**src/rtl/kronos_mem_responder.sv**
```systemverilog
// Arbitrates the kronos_core instruction and data buses onto one single-port SRAM
// (1-cycle read latency). Data wins arbitration, but instruction fetch wins one slot
// after STARVE_LIMIT consecutive data grants. WAIT_CYCLES adds wait states before
// each access. Optional host-exit monitor: define KRONOS_MEM_TOHOST_EN.
module kronos_mem_responder #(
    parameter int          MEMSIZE      = 11,
    parameter int          WAIT_CYCLES  = 0,
    parameter int          STARVE_LIMIT = 4,
    parameter logic [31:0] TOHOST       = 32'h0000_1000
) (
    input  logic               clk,
    input  logic               rst,
    input  logic [31:0]        instr_addr,
    input  logic               instr_req,
    output logic [31:0]        instr_data,
    output logic               instr_gnt,
    input  logic [31:0]        data_addr,
    input  logic [31:0]        data_wr_data,
    input  logic [3:0]         data_wr_mask,
    input  logic               data_rd_req,
    input  logic               data_wr_req,
    output logic [31:0]        data_rd_data,
    output logic               data_gnt,
    output logic [MEMSIZE-1:0] mem_addr,
    output logic [31:0]        mem_wdata,
    output logic [3:0]         mem_wmask,
    output logic               mem_en,
    output logic               mem_wren,
    input  logic [31:0]        mem_rdata
`ifdef KRONOS_MEM_TOHOST_EN
    ,
    output logic               host_done,
    output logic [31:0]        host_code
`endif
);

    typedef enum logic [1:0] {IDLE, WAIT, ACCESS, RESP} state_t;

    localparam bit         ZERO_WAIT  = (WAIT_CYCLES == 0);
    localparam logic [3:0] WAIT_LAST  = ZERO_WAIT ? 4'd0 : 4'(WAIT_CYCLES - 1);
    localparam logic [3:0] STARVE_MAX = 4'(STARVE_LIMIT);

    state_t             state_reg;
    logic [3:0]         wait_cnt_reg;
    logic [3:0]         starve_cnt_reg;
    logic [MEMSIZE-1:0] addr_reg;
    logic [31:0]        wdata_reg;
    logic [3:0]         wmask_reg;
    logic               wr_reg;
    logic               sel_instr_reg;
    logic               instr_gnt_reg;
    logic               data_gnt_reg;

    // Arbitration decision, only meaningful while IDLE
    logic               data_pending;
    logic               pick_instr;
    logic               pick_data;
    logic               accept;
    logic [MEMSIZE-1:0] win_addr;
    logic               win_wr;
    logic [3:0]         win_wmask;

    assign data_pending = data_rd_req | data_wr_req;
    assign pick_instr   = instr_req & (~data_pending | (starve_cnt_reg == STARVE_MAX));
    assign pick_data    = data_pending & ~pick_instr;
    assign accept       = (state_reg == IDLE) & (pick_instr | pick_data);
    assign win_addr     = pick_instr ? instr_addr[2+:MEMSIZE] : data_addr[2+:MEMSIZE];
    assign win_wr       = pick_data & data_wr_req;
    assign win_wmask    = win_wr ? data_wr_mask : 4'b0000;

    // Byte address bits outside the word index alias and are deliberately ignored
    logic unused_addr_bits;
    assign unused_addr_bits = ^{instr_addr, data_addr};

    // SRAM port: with no wait states the access is issued straight from IDLE so the
    // grant lands one cycle after the request; rst kills any in-flight access.
    always_comb begin
        mem_en    = 1'b0;
        mem_wren  = 1'b0;
        mem_addr  = '0;
        mem_wdata = '0;
        mem_wmask = '0;
        if (!rst) begin
            if (state_reg == ACCESS) begin
                mem_en    = 1'b1;
                mem_wren  = wr_reg;
                mem_addr  = addr_reg;
                mem_wdata = wdata_reg;
                mem_wmask = wmask_reg;
            end else if (ZERO_WAIT && accept) begin
                mem_en    = 1'b1;
                mem_wren  = win_wr;
                mem_addr  = win_addr;
                mem_wdata = data_wr_data;
                mem_wmask = win_wmask;
            end
        end
    end

    always_ff @(posedge clk or posedge rst) begin
        if (rst) begin
            state_reg      <= IDLE;
            wait_cnt_reg   <= '0;
            starve_cnt_reg <= '0;
            addr_reg       <= '0;
            wdata_reg      <= '0;
            wmask_reg      <= '0;
            wr_reg         <= 1'b0;
            sel_instr_reg  <= 1'b0;
            instr_gnt_reg  <= 1'b0;
            data_gnt_reg   <= 1'b0;
        end else begin
            instr_gnt_reg <= 1'b0;
            data_gnt_reg  <= 1'b0;
            case (state_reg)
                IDLE: begin
                    if (accept) begin
                        addr_reg      <= win_addr;
                        wdata_reg     <= data_wr_data;
                        wmask_reg     <= win_wmask;
                        wr_reg        <= win_wr;
                        sel_instr_reg <= pick_instr;
                        wait_cnt_reg  <= '0;
                        if (ZERO_WAIT) begin
                            state_reg     <= RESP;
                            instr_gnt_reg <= pick_instr;
                            data_gnt_reg  <= pick_data;
                        end else begin
                            state_reg <= WAIT;
                        end
                    end
                end
                WAIT: begin
                    if (wait_cnt_reg == WAIT_LAST) begin
                        state_reg <= ACCESS;
                    end else begin
                        wait_cnt_reg <= wait_cnt_reg + 4'd1;
                    end
                end
                ACCESS: begin
                    state_reg     <= RESP;
                    instr_gnt_reg <= sel_instr_reg;
                    data_gnt_reg  <= ~sel_instr_reg;
                end
                default: begin
                    state_reg <= IDLE;
                end
            endcase

            // Starvation guard counts data grants taken while a fetch is waiting
            if (instr_gnt_reg || !instr_req) begin
                starve_cnt_reg <= '0;
            end else if (data_gnt_reg && (starve_cnt_reg != STARVE_MAX)) begin
                starve_cnt_reg <= starve_cnt_reg + 4'd1;
            end
        end
    end

    assign instr_gnt    = instr_gnt_reg;
    assign data_gnt     = data_gnt_reg;
    assign instr_data   = mem_rdata;
    assign data_rd_data = mem_rdata;

`ifdef KRONOS_MEM_TOHOST_EN
    localparam logic [MEMSIZE-1:0] TOHOST_IDX = TOHOST[2+:MEMSIZE];

    logic        host_done_reg;
    logic [31:0] host_code_reg;

    always_ff @(posedge clk or posedge rst) begin
        if (rst) begin
            host_done_reg <= 1'b0;
            host_code_reg <= '0;
        end else if (mem_en && mem_wren && (mem_addr == TOHOST_IDX)) begin
            host_code_reg <= mem_wdata;
            if (mem_wdata[0]) begin
                host_done_reg <= 1'b1;
            end
        end
    end

    assign host_done = host_done_reg;
    assign host_code = host_code_reg;
`else
    logic unused_tohost;
    assign unused_tohost = ^TOHOST;
`endif

endmodule

```
**config.mk**
```make
export PLATFORM = sky130hd
export DESIGN_NAME = kronos_mem_responder
export DESIGN_NICKNAME = d
export VERILOG_FILES = /design/src/rtl/kronos_mem_responder.sv
export SDC_FILE = /design/constraint.sdc
export NUM_CORES = 1
export LEC_CHECK = 0
export BUFFER_PORTS_ARGS = -buffer_cell sky130_fd_sc_hd__buf_2
export CORE_AREA = 2 2 97 99
export CTS_CLUSTER_SIZE = 28
export DETAILED_ROUTE_END_ITERATION = 8
export DIE_AREA = 0 0 99 101
export GPL_TIMING_DRIVEN = 0
export PLACE_DENSITY_LB_ADDON = 0.3
export SETUP_SLACK_MARGIN = 0.02
export SYNTH_ARGS = -nofsm -noshare
export SYNTH_HDL_FRONTEND = slang
export SYNTH_SLANG_ARGS = --single-unit
```
**constraint.sdc**
```tcl
create_clock -name clk -period 7.5 [get_ports clk]
set_clock_uncertainty 0.15 [all_clocks]
set_input_delay 0.75 -clock clk [delete_from_list [all_inputs] [get_ports clk]]
set_output_delay 0.75 -clock clk [all_outputs]
set_load 0.02 [all_outputs]
```
==> out/metrics.yaml, run 1 <==
grt:
  track_usage: 0.2495
  grt_pass1_vias: 4052
  overflow: 0
  grt_pass1_wl_um: 20130
  grt_max_degree: 51
  antenna_found_initial: 0
floorplanning:
  coreArea_mm2: 0.008977
  start_util: 0.4719
  die_w_um: 99
  row_count: 35
  die_area_mm2: 0.009999
  fp.dieH_um: 101
  io_pins: 252
synth:
  syn_inst: 457
  synth_top_cells_by_count: "buf_4 (64), dfrtp_1 (61), nor2_1 (36), clkbuf_1 (33), a32oi_1 (32)"
  async_flop_share: 1.000
  synth-seq-cells: 61
  synthDominantCellAreaShare: 0.3603
  synthTopCellsByArea: "dfrtp_1 (36%), buf_4 (11%), a32oi_1 (6.6%)"
  yosys.area.top_type: "dfrtp_1"
  yosysUniqueCellTypes: 43
  yosys_most_used_dff: "dfrtp_1"
  synth_nets: 598
  synth.most_common_cell: "buf_4"
  synth_area_per_cell_um2: 9.270
  seq_area_frac_synth: 0.3603
  netlist_area_mm2: 0.004237
  synth-edff-count: 0
  yosysWarnings: 0
sta:
  setup_tns_ps: 0
  max_slew_margin: 0.4976
  hold_viol: 0
  worst_pin_slew_ps: 752.0
  drv_slew: 0
  max_freq_ghz: 0.2968
  setup-violations-final: 0
  rsz0062_at_grt: "no"
  finalCritPeriodShare: 0.4493
  finalCriticalPeriod_ps: 3369
detailed_routing:
  ant_nets: 0
  dr.pass1.iters: 5
  wl_per_cell_um: 16.73
  viasPerCell: 5.621
  drtIter0Drc: 213
  routed-via-count: 4272
  drcViolationCount: 0
  wl_um: 12710
layout:
  n_antenna_cell: 0
  syn_to_final_growth_pct: 29.18
  drive_above_1_share: 0.4669
  nets: 785
  largest_register_ffs: 32
  utilization: 0.6096
clocking:
  clk_latency_ps: 350
  ctsResizeCount: 0
  cts_tree: "built"
  holdBufCountCts: 0
  path_clk_slew_ps: 70
  clock_sinks: 61
  clockBufferDepth: 2
  htreeDepth: 3
  cts_made_buffers: 9
  post-cts-setup-buffers: 0
  cts_root_buffer: "clkbuf_8"
setup_path:
  cp_cell_sequence: "clkbuf_1 > inv_1 > clkbuf_4 > buf_16 > nand4_1 > o211ai_1 > buf_2"
  r2r_cells: 7
  required_ps: 6600
  max_stage_delay_ps: 350
  slowest_stage: "clkbuf_4"
  end_kind: "output port"
  start_kind: "input port"
  cp_data_arrival_time_ps: 2470
  crit_type: "input port to output port"
  worst-path-max-fanout: 50
job:
  maxCapViolCount: 0
pwr:
  peakVddDrop_v: 0.0001984
  power_density_mw_per_mm2: 341.6
  p_leak_nw: 2.638
place:
  port_buffers: 175
  hpwl_um: 9638
  routabilityCongestion: 0.8672
outcome:
  outcome: "finished clean"
worst_hold_path:
  hold_class: "register to register"
  hold_path_depth: 1
[placed cells by master, fill, tap and decap left out, types with 4 or more instances in the layout]
cell       count
o2bb2ai_1      4
buf_6          5
mux2_2        17
inv_1          8
o2111ai_1     11
nand2_1       24
nand4b_1       5
clkbuf_1      32
nand4_1       11
a31oi_1       11
dfrtp_1       61
mux2_4        16
nor2b_1       12
ha_1           4
buf_1          4
nand2b_1       4
o211ai_1      22
clkinv_2       4
clkbuf_8       9
a21oi_1       22
buf_2        179
nand3_1       15
o21ai_0        4
nor2_1        36
buf_4         64
a32oi_1       32
[path summary, 6_finish.rpt]
kind	from	to	slack [ps]
worst min-delay path	wmask_reg[3]$_DFFE_PP0P_	wmask_reg[3]$_DFFE_PP0P_	340
worst max-delay path	rst	mem_addr[8]	4130
max in group asynchronous	rst	wdata_reg[11]$_DFFE_PP0P_	6020
worst max register to register	starve_cnt_reg[0]$_DFFE_PP0P_	addr_reg[10]$_DFFE_PP0P_	5390
worst min register to register	wmask_reg[3]$_DFFE_PP0P_	wmask_reg[3]$_DFFE_PP0P_	340
min in group asynchronous	rst	addr_reg[7]$_DFFE_PP0P_	630
[stage by stage]
step                instances  instance area, um^2  power, mW  setup WS [ps]  hold slack, ps
CTS                       760                 5473      1.868           4090           344.7
global placement          743                 5251      1.543           1764           326.7
floorplan                 457                 4237      1.304           2904           306.0
detailed placement        744                 5283      1.578           4097           325.5
finish                    760                 5473      1.869           4131           344.8
global route              760                 5473      1.996           3916           353.3
[layer usage]
layer / wire, um / vias to the layer above / share of wire / global-route usage
li1: - / 1999 / - / -
met1: 4945 / 2022 / 0.39 / 0.3129
met2: 6279 / 235 / 0.49 / 0.4148
met3: 1300 / 16 / 0.10 / 0.06241
met4: 187 / 0 / 0.015 / 0.09800
met5: 0 / - / 0 / 0
[power breakdown]
| group | leakage [nW] | switching [mW] | internal [mW] |
|---|---|---|---|
| clock | 0.0987 | 0.139 | 0.151 |
| combinational | 1.81 | 0.557 | 0.437 |
| sequential | 0.734 | 0.0979 | 0.487 |
[kinds of logic after synthesis]
kind of cell / count (synthesis) / share of synthesized area
AO/OA/AOI/OAI: 115 / 0.2011
adder cells (fa/ha/maj): 4 / 0.01181
buffers and inverters: 118 / 0.1713
flip-flops: 61 / 0.3603
multiplexers: 34 / 0.1043
AND/OR/NAND/NOR: 125 / 0.1512
[worst max-delay path, delay by kind of cell]
kind            cells  cell delay [ps]
compound gates      1              280
simple gates        1              120
buf+inv             5             1280
[layout make-up]
type	instances	area, um^2
Fill cell	799	3505
Multi-Input combinational cell	278	1984
Sequential cell	61	1526
Timing Repair Buffer	176	903.4
Buffer	110	699.4
Tap cell	111	138.9
Clock buffer	9	123.9
Clock inverter	7	66.31
Inverter	8	30.03
Power figures use the tool's default switching activity.
==> inputs of run 2 (changes only) <==
--- a/config.mk
+++ b/config.mk
@@ -5,6 +5,7 @@
 export SDC_FILE = /design/constraint.sdc
 export NUM_CORES = 1
 export LEC_CHECK = 0
+export ABC_AREA = 1
 export BUFFER_PORTS_ARGS = -buffer_cell sky130_fd_sc_hd__buf_2
 export CORE_AREA = 2 2 97 99
 export CTS_CLUSTER_SIZE = 28
==> constraint.sdc (replaced) <==
create_clock -name clk -period 3.4 [get_ports clk]
set_clock_uncertainty 0.15 [all_clocks]
set_input_delay 0.34 -clock clk [delete_from_list [all_inputs] [get_ports clk]]
set_output_delay 0.34 -clock clk [all_outputs]
set_load 0.02 [all_outputs]
==> run 2 against run 1 <==
  * Count of clock-buffer cells in the layout grew 5
  * Combinational power grew 68%
  * Total power grew 86%
  * Global-route usage shrank 6.3 points
  * Setup slack lost 3400 ps
  * Largest power group unchanged
  * Highest routed layer unchanged
==> out/metrics.yaml, run 2 <==
floorplanning:
  die_area_mm2: 0.009999  # unchanged
  row_count: 35  # unchanged
  start_util: 0.4113  # was 0.4719
  fp.dieH_um: 101  # unchanged
  coreArea_mm2: 0.008977  # unchanged
  io_pins: 252  # unchanged
  die_w_um: 99  # unchanged
synth:
  synth_nets: 638  # was 598
  synth_top_cells_by_count: "nand2_1 (194), buf_4 (68), dfrtp_1 (61), a21oi_1 (48), inv_1 (36)"  # was buf_4 (64), dfrtp_1 (61), nor2_1 (36), clkbuf_1 (33), a32oi_1 (32)
  synthDominantCellAreaShare: 0.4134  # was 0.3603
  yosys.area.top_type: "dfrtp_1"  # unchanged
  yosys_most_used_dff: "dfrtp_1"  # unchanged
  syn_inst: 497  # was 457
  synthTopCellsByArea: "dfrtp_1 (41%), nand2_1 (20%), buf_4 (14%)"  # was dfrtp_1 (36%), buf_4 (11%), a32oi_1 (6.6%)
  synth.most_common_cell: "nand2_1"  # was buf_4
  netlist_area_mm2: 0.003692  # was 0.004237 mm^2
  yosysUniqueCellTypes: 24  # was 43
  synth_area_per_cell_um2: 7.429  # was 9.270 um^2
  synth-seq-cells: 61  # unchanged
  yosysWarnings: 0  # unchanged
  synth-edff-count: 0  # unchanged
  async_flop_share: 1.000  # unchanged
  seq_area_frac_synth: 0.4134  # was 0.3603
clocking:
  htreeDepth: 3  # unchanged
  path_clk_slew_ps: 60  # was 70 ps
  cts_tree: "built"  # unchanged
  cts_root_buffer: "clkbuf_8"  # unchanged
  holdBufCountCts: 0  # unchanged
  clockBufferDepth: 2  # unchanged
  post-cts-setup-buffers: 0  # unchanged
  ctsResizeCount: 0  # unchanged
  cts_made_buffers: 9  # unchanged
  clock_sinks: 61  # unchanged
  clk_latency_ps: 320  # was 350 ps
detailed_routing:
  dr.pass1.iters: 5  # unchanged
  drcViolationCount: 0  # unchanged
  drtIter0Drc: 105  # was 213
  wl_um: 9579  # was 12710 um
  wl_per_cell_um: 11.97  # was 16.73 um
  routed-via-count: 3716  # was 4272
  ant_nets: 0  # unchanged
  viasPerCell: 4.645  # was 5.621
pwr:
  p_switching_mw: 1.499  # was 0.7936 mW
  power_mw: 3.469  # was 1.869 mW
  p_clk_frac: 0.167  # was 0.155
  peakVddDrop_v: 0.0003299  # was 0.0001984 V
  p_int_mw: 1.970  # was 1.076 mW
  p_seq_frac: 0.353  # was 0.313
  combPwrFrac: 0.480  # was 0.532
  p_leak_nw: 2.876  # was 2.638 nW
  power_switching_share: 0.4321  # was 0.4245
  power_density_mw_per_mm2: 706.6  # was 341.6 mW/mm^2
layout:
  drive_above_1_share: 0.3962  # was 0.4669
  fillers: 888  # was 799
  nets: 826  # was 785
  n_antenna_cell: 0  # unchanged
  seq_area_mm2: 0.001526  # unchanged
  mostFrequentLayoutCell: "nand2_1"  # was buf_2
  layout_common_cells: "nand2_1 (194), buf_2 (178), buf_4 (68)"  # was buf_2 (179), buf_4 (64), dfrtp_1 (61)
  largest_register_ffs: 32  # unchanged
  syn_to_final_growth_pct: 32.97  # was 29.18%
  multi_input_area_mm2: 0.001398  # was 0.001984 mm^2
  fin_cells: 800  # was 760
grt:
  grt_max_degree: 34  # was 51
  track_usage: 0.1863  # was 0.2495
  grt_pass1_wl_um: 15120  # was 20130 um
  grt_pass1_vias: 3486  # was 4052
  overflow: 0  # unchanged
  antenna_found_initial: 0  # unchanged
sta:
  hold_viol: 0  # unchanged
  hold_slack_ps: 84.46  # was 344.8 ps
  rsz0062_at_grt: "no"  # unchanged
  finalCriticalPeriod_ps: 2637
  setup-violations-final: 0  # unchanged
  drv_slew: 0  # unchanged
  finalCritPeriodShare: 0.7754
  max_freq_ghz: 0.3793
  setup_tns_ps: 0  # unchanged
  max_slew_margin: 0.5773  # was 0.4976
  worst_pin_slew_ps: 633.1  # was 752.0 ps
  setup_ws_ps: 763.5  # was 4131 ps
setup_path:
  end_kind: "output port"  # unchanged
  start_kind: "register"  # was input port
  cp_data_arrival_time_ps: 2150  # was 2470 ps
  crit_type: "register to output port"  # was input port to output port
  worst-path-max-fanout: 10  # was 50
  required_ps: 2910  # was 6600 ps
place:
  hpwl_um: 7529  # was 9638 um
  placed_cells: 785  # was 744
  dpl_worst_slack_ps: 1106  # was 4097 ps
  routabilityCongestion: 0.8404  # was 0.8672
  port_buffers: 176  # was 175
job:
  maxCapViolCount: 0  # unchanged
outcome:
  outcome: "finished clean"  # unchanged
worst_hold_path:
  hold_class: "input port to register"  # was register to register
run 2: changes by cell type after synthesis, moves of 10 or more:
cell       before  now
nand2_1        24  194
nand3_1        15   35
inv_1           8   36
nor2b_1        12    0
nor2_1         36    3
mux2_4         16    0
a21oi_1        22   48
a32oi_1        32    0
mux2_2         17    0
clkbuf_1       33   11
o211ai_1       22    0
o2111ai_1      11    0
a31oi_1        11    1
run 2: path summary, 6_finish.rpt:
| path | from | to | slack, ps | cells past startpoint |
|---|---|---|---|---|
| setup / recovery | starve_cnt_reg[0]$_DFFE_PP0P_ | mem_addr[0] | 760 | 10 |
| hold / removal | data_wr_data[7] | wdata_reg[7]$_DFFE_PP0P_ | 80 | 3 |
| setup reg to reg | state_reg[1]$_DFFE_PP0P_ | addr_reg[5]$_DFFE_PP0P_ | 1570 | 6 |
| hold reg to reg | wdata_reg[27]$_DFFE_PP0P_ | wdata_reg[27]$_DFFE_PP0P_ | 320 | 2 |
| max in group asynchronous | rst | wdata_reg[23]$_DFFE_PP0P_ | 2140 | 4 |
| min in group asynchronous | rst | wdata_reg[7]$_DFFE_PP0P_ | 370 | 3 |
run 2: power by group through the flow:
stage	logic, mW	registers [mW]	clock network (mW)
2_1_floorplan	1.20	1.20	0
3_3_place_gp	1.63	1.22	0
3_5_place_dp	1.68	1.23	0
4_1_cts	1.69	1.23	0.594
5_1_grt	1.87	1.26	0.628
6_report	1.67	1.23	0.578
run 2: per-stage QoR:
| stage | instance area (um^2) | utilization |
|---|---|---|
| 6_report | 4910 | 0.5469 |
| 5_1_grt | 4910 | 0.5469 |
| 4_1_cts | 4910 | 0.5469 |
| 3_5_place_dp | 4732 | 0.5271 |
| 3_3_place_gp | 4712 | 0.5249 |
| 2_1_floorplan | 3692 | - |
run 2: layout make-up:
class | count | share of cell area
plain buffers | 87 | 0.1282
clock buffers | 14 | 0.03517
clock inverters | 1 | 0.001019
inverters | 37 | 0.02829
multi-input cells | 312 | 0.2847
flip-flops and latches | 61 | 0.3109
well taps | 111 | 0.02829
repair buffers | 177 | 0.1835
run 2: routing by layer:
layer,track usage,share of wire
met5,0,0
met2,0.3108,0.49
met1,0.2354,0.42
met3,0.02497,0.069
met4,0.1001,0.016
run 2: critical path, stage by stage (launching register included):
cell     delay (ps)
dfrtp_1         400
inv_1           100
ha_1            160
nand3_1         120
nand2_1         140
nand2_2         150
buf_4           220
nand2_1          70
nand3_1          90
a21oi_1         180
buf_2           200
run 2: logic make-up (layout without fill, tap and decap cells):
group | after synthesis | in the layout | share of synthesized area
and+or+nand+nor | 243 | 243 | 0.2691
DFF | 61 | 61 | 0.4134
AOI/OAI and AO/OA | 63 | 63 | 0.09116
adders and majority gates | 4 | 4 | 0.01356
buffers and inverters | 124 | 316 | 0.2081
xor gates and xnor gates | 2 | 2 | 0.004745
==> inputs of run 3 (changes only) <==
==> constraint.sdc (replaced) <==
create_clock -name clk -period 2.7 [get_ports clk]
set_clock_uncertainty 0.15 [all_clocks]
set_input_delay 0.27 -clock clk [delete_from_list [all_inputs] [get_ports clk]]
set_output_delay 0.27 -clock clk [all_outputs]
set_load 0.02 [all_outputs]
==> run 3 against run 2 <==
  * Sequential power grew 25%
  * Final cell count grew 0.38%
  * Total power grew 26%
==> out/metrics.yaml, run 3 (synthesized netlist as in run 2, its figures left out) <==
floorplanning:
  die_area_mm2: 0.009999  # unchanged
  fp.dieH_um: 101  # unchanged
  io_pins: 252  # unchanged
  coreArea_mm2: 0.008977  # unchanged
  die_w_um: 99  # unchanged
  start_util: 0.4113  # unchanged
  row_count: 35  # unchanged
detailed_routing:
  dr.pass1.iters: 4  # was 5
  wl_um: 9609  # was 9579 um
  drtIter0Drc: 137  # was 105
  wl_met3_um: 557  # was 659 um
  met2WireLength_um: 4764  # was 4716 um
  ant_nets: 0  # unchanged
  drcViolationCount: 0  # unchanged
  routed-via-count: 3728  # was 3716
  routed.top_layer: "met4"  # unchanged
  met1Wirelength_um: 4134  # was 4048 um
  viasPerCell: 4.643  # was 4.645
  wl_per_cell_um: 11.97  # about the same
sta:
  setup_tns_ps: 0  # unchanged
  setup-violations-final: 0  # unchanged
  rsz0062_at_grt: "no"  # unchanged
  finalCritPeriodShare: 0.9246
  hold_viol: 0  # unchanged
  finalCriticalPeriod_ps: 2496
  worst_pin_slew_ps: 627.4  # was 633.1 ps
  drv_slew: 0  # unchanged
  max_slew_margin: 0.5811  # was 0.5773
  hold_slack_ps: 18.87  # was 84.46 ps
  max_freq_ghz: 0.4006
clocking:
  clockBufferDepth: 2  # unchanged
  htreeDepth: 3  # unchanged
  cts_tree: "built"  # unchanged
  clock_sinks: 61  # unchanged
  clk_latency_ps: 320  # about the same
  path_clk_slew_ps: 60  # about the same
  cts_root_buffer: "clkbuf_8"  # unchanged
  cts_made_buffers: 9  # unchanged
grt:
  grt_pass1_vias: 3497  # was 3486
  grt_max_degree: 34  # unchanged
  overflow: 0  # unchanged
  grt_pass1_wl_um: 15150  # was 15120 um
  antenna_found_initial: 0  # unchanged
  track_usage: 0.1866  # was 0.1863
layout:
  syn_to_final_growth_pct: 33.99  # was 32.97%
  nets: 829  # was 826
  fillers: 888  # unchanged
  n_antenna_cell: 0  # unchanged
  mostFrequentLayoutCell: "nand2_1"  # unchanged
  layout_common_cells: "nand2_1 (193), buf_2 (178), buf_4 (68)"  # was nand2_1 (194), buf_2 (178), buf_4 (68)
  largest_register_ffs: 32  # unchanged
  drive_above_1_share: 0.3960  # was 0.3962
  utilization: 0.5511  # was 0.5469
  fin_cells: 803  # was 800
pwr:
  power_density_mw_per_mm2: 883.6  # was 706.6 mW/mm^2
  p_leak_nw: 2.895  # was 2.876 nW
  power_mw: 4.372  # was 3.469 mW
  peakVddDrop_v: 0.0004163  # was 0.0003299 V
setup_path:
  crit_type: "register to output port"  # unchanged
  reg2reg_slack_ps: 880  # was 1570 ps
  cp_data_arrival_time_ps: 2080  # was 2150 ps
  worst-path-max-fanout: 10  # unchanged
  required_ps: 2280  # was 2910 ps
  end_kind: "output port"  # unchanged
  start_kind: "register"  # unchanged
place:
  routabilityCongestion: 0.8404  # unchanged
  placed_cells: 785  # unchanged
  hpwl_um: 7529  # unchanged
  port_buffers: 176  # unchanged
job:
  maxCapViolCount: 0  # unchanged
outcome:
  outcome: "finished clean"  # unchanged
worst_hold_path:
  hold_class: "input port to register"  # unchanged
[run 3: cell count changes in the layout (fill, tap and decap cells not counted), sizes merged]
cell,before,now
dlygate4sd3,0,3
[run 3: power breakdown]
group	switching [mW]	internal (mW)	total (mW)
registers	0.225	1.32	1.54
logic	1.34	0.763	2.10
clock network	0.322	0.403	0.724
total	1.89	2.48	4.37
[run 3: final cells by class]
class / instances / area [um^2] / share of cell area
tap: 111 / 138.9 / 0.02807
inverter: 37 / 138.9 / 0.02807
sequential: 61 / 1526 / 0.3085
multi-input combinational: 312 / 1405 / 0.2840
timing repair buffer: 180 / 930.9 / 0.1882
clock inverter: 1 / 5.005 / 0.001012
buffer: 87 / 629.4 / 0.1272
clock buffer: 14 / 172.7 / 0.03490
[run 3: final timing paths]
check | from | endpoint | cells after the start
setup / recovery | starve_cnt_reg[0]$_DFFE_PP0P_ | mem_addr[0] | 10
hold / removal | data_wr_data[9] | wdata_reg[9]$_DFFE_PP0P_ | 3
setup reg to reg | state_reg[1]$_DFFE_PP0P_ | addr_reg[5]$_DFFE_PP0P_ | 6
hold reg to reg | wdata_reg[9]$_DFFE_PP0P_ | wdata_reg[9]$_DFFE_PP0P_ | 2
max in group asynchronous | rst | wdata_reg[23]$_DFFE_PP0P_ | 4
min in group asynchronous | rst | wdata_reg[2]$_DFFE_PP0P_ | 3
[run 3: per-layer routing]
layer | vias to the layer above | track usage
met2 | 121 | 0.3129
met1 | 1710 | 0.2345
met5 | - | 0
met3 | 14 | 0.02497
li1 | 1883 | -
met4 | 0 | 0.1001
[run 3: through the flow]
step	area, um^2	setup WS (ps)
CTS	4940	109.8
detailed placement	4732	475.5
finish	4947	203.6
floorplan	3692	432.7
global route	4947	45.27
global placement	4712	-426.6
[run 3: timing repair]
action / in CTS / in global routing
hold endpoints to repair: 3 / 0
setup endpoints to repair: 0 / 4
gates resized for setup: 0 / 2
hold buffers: 3 / 0
buffers inserted: 0 / 0
[run 3: critical path, cell delays in order, from the launching register on]
cell and delay [ps]:
dfrtp_1 400, inv_1 100, ha_1 160, nand3_1 130
nand2_2 130, nand2_4 100, buf_4 190, nand2_1 70
nand3_1 90, a21oi_1 180, buf_2 200
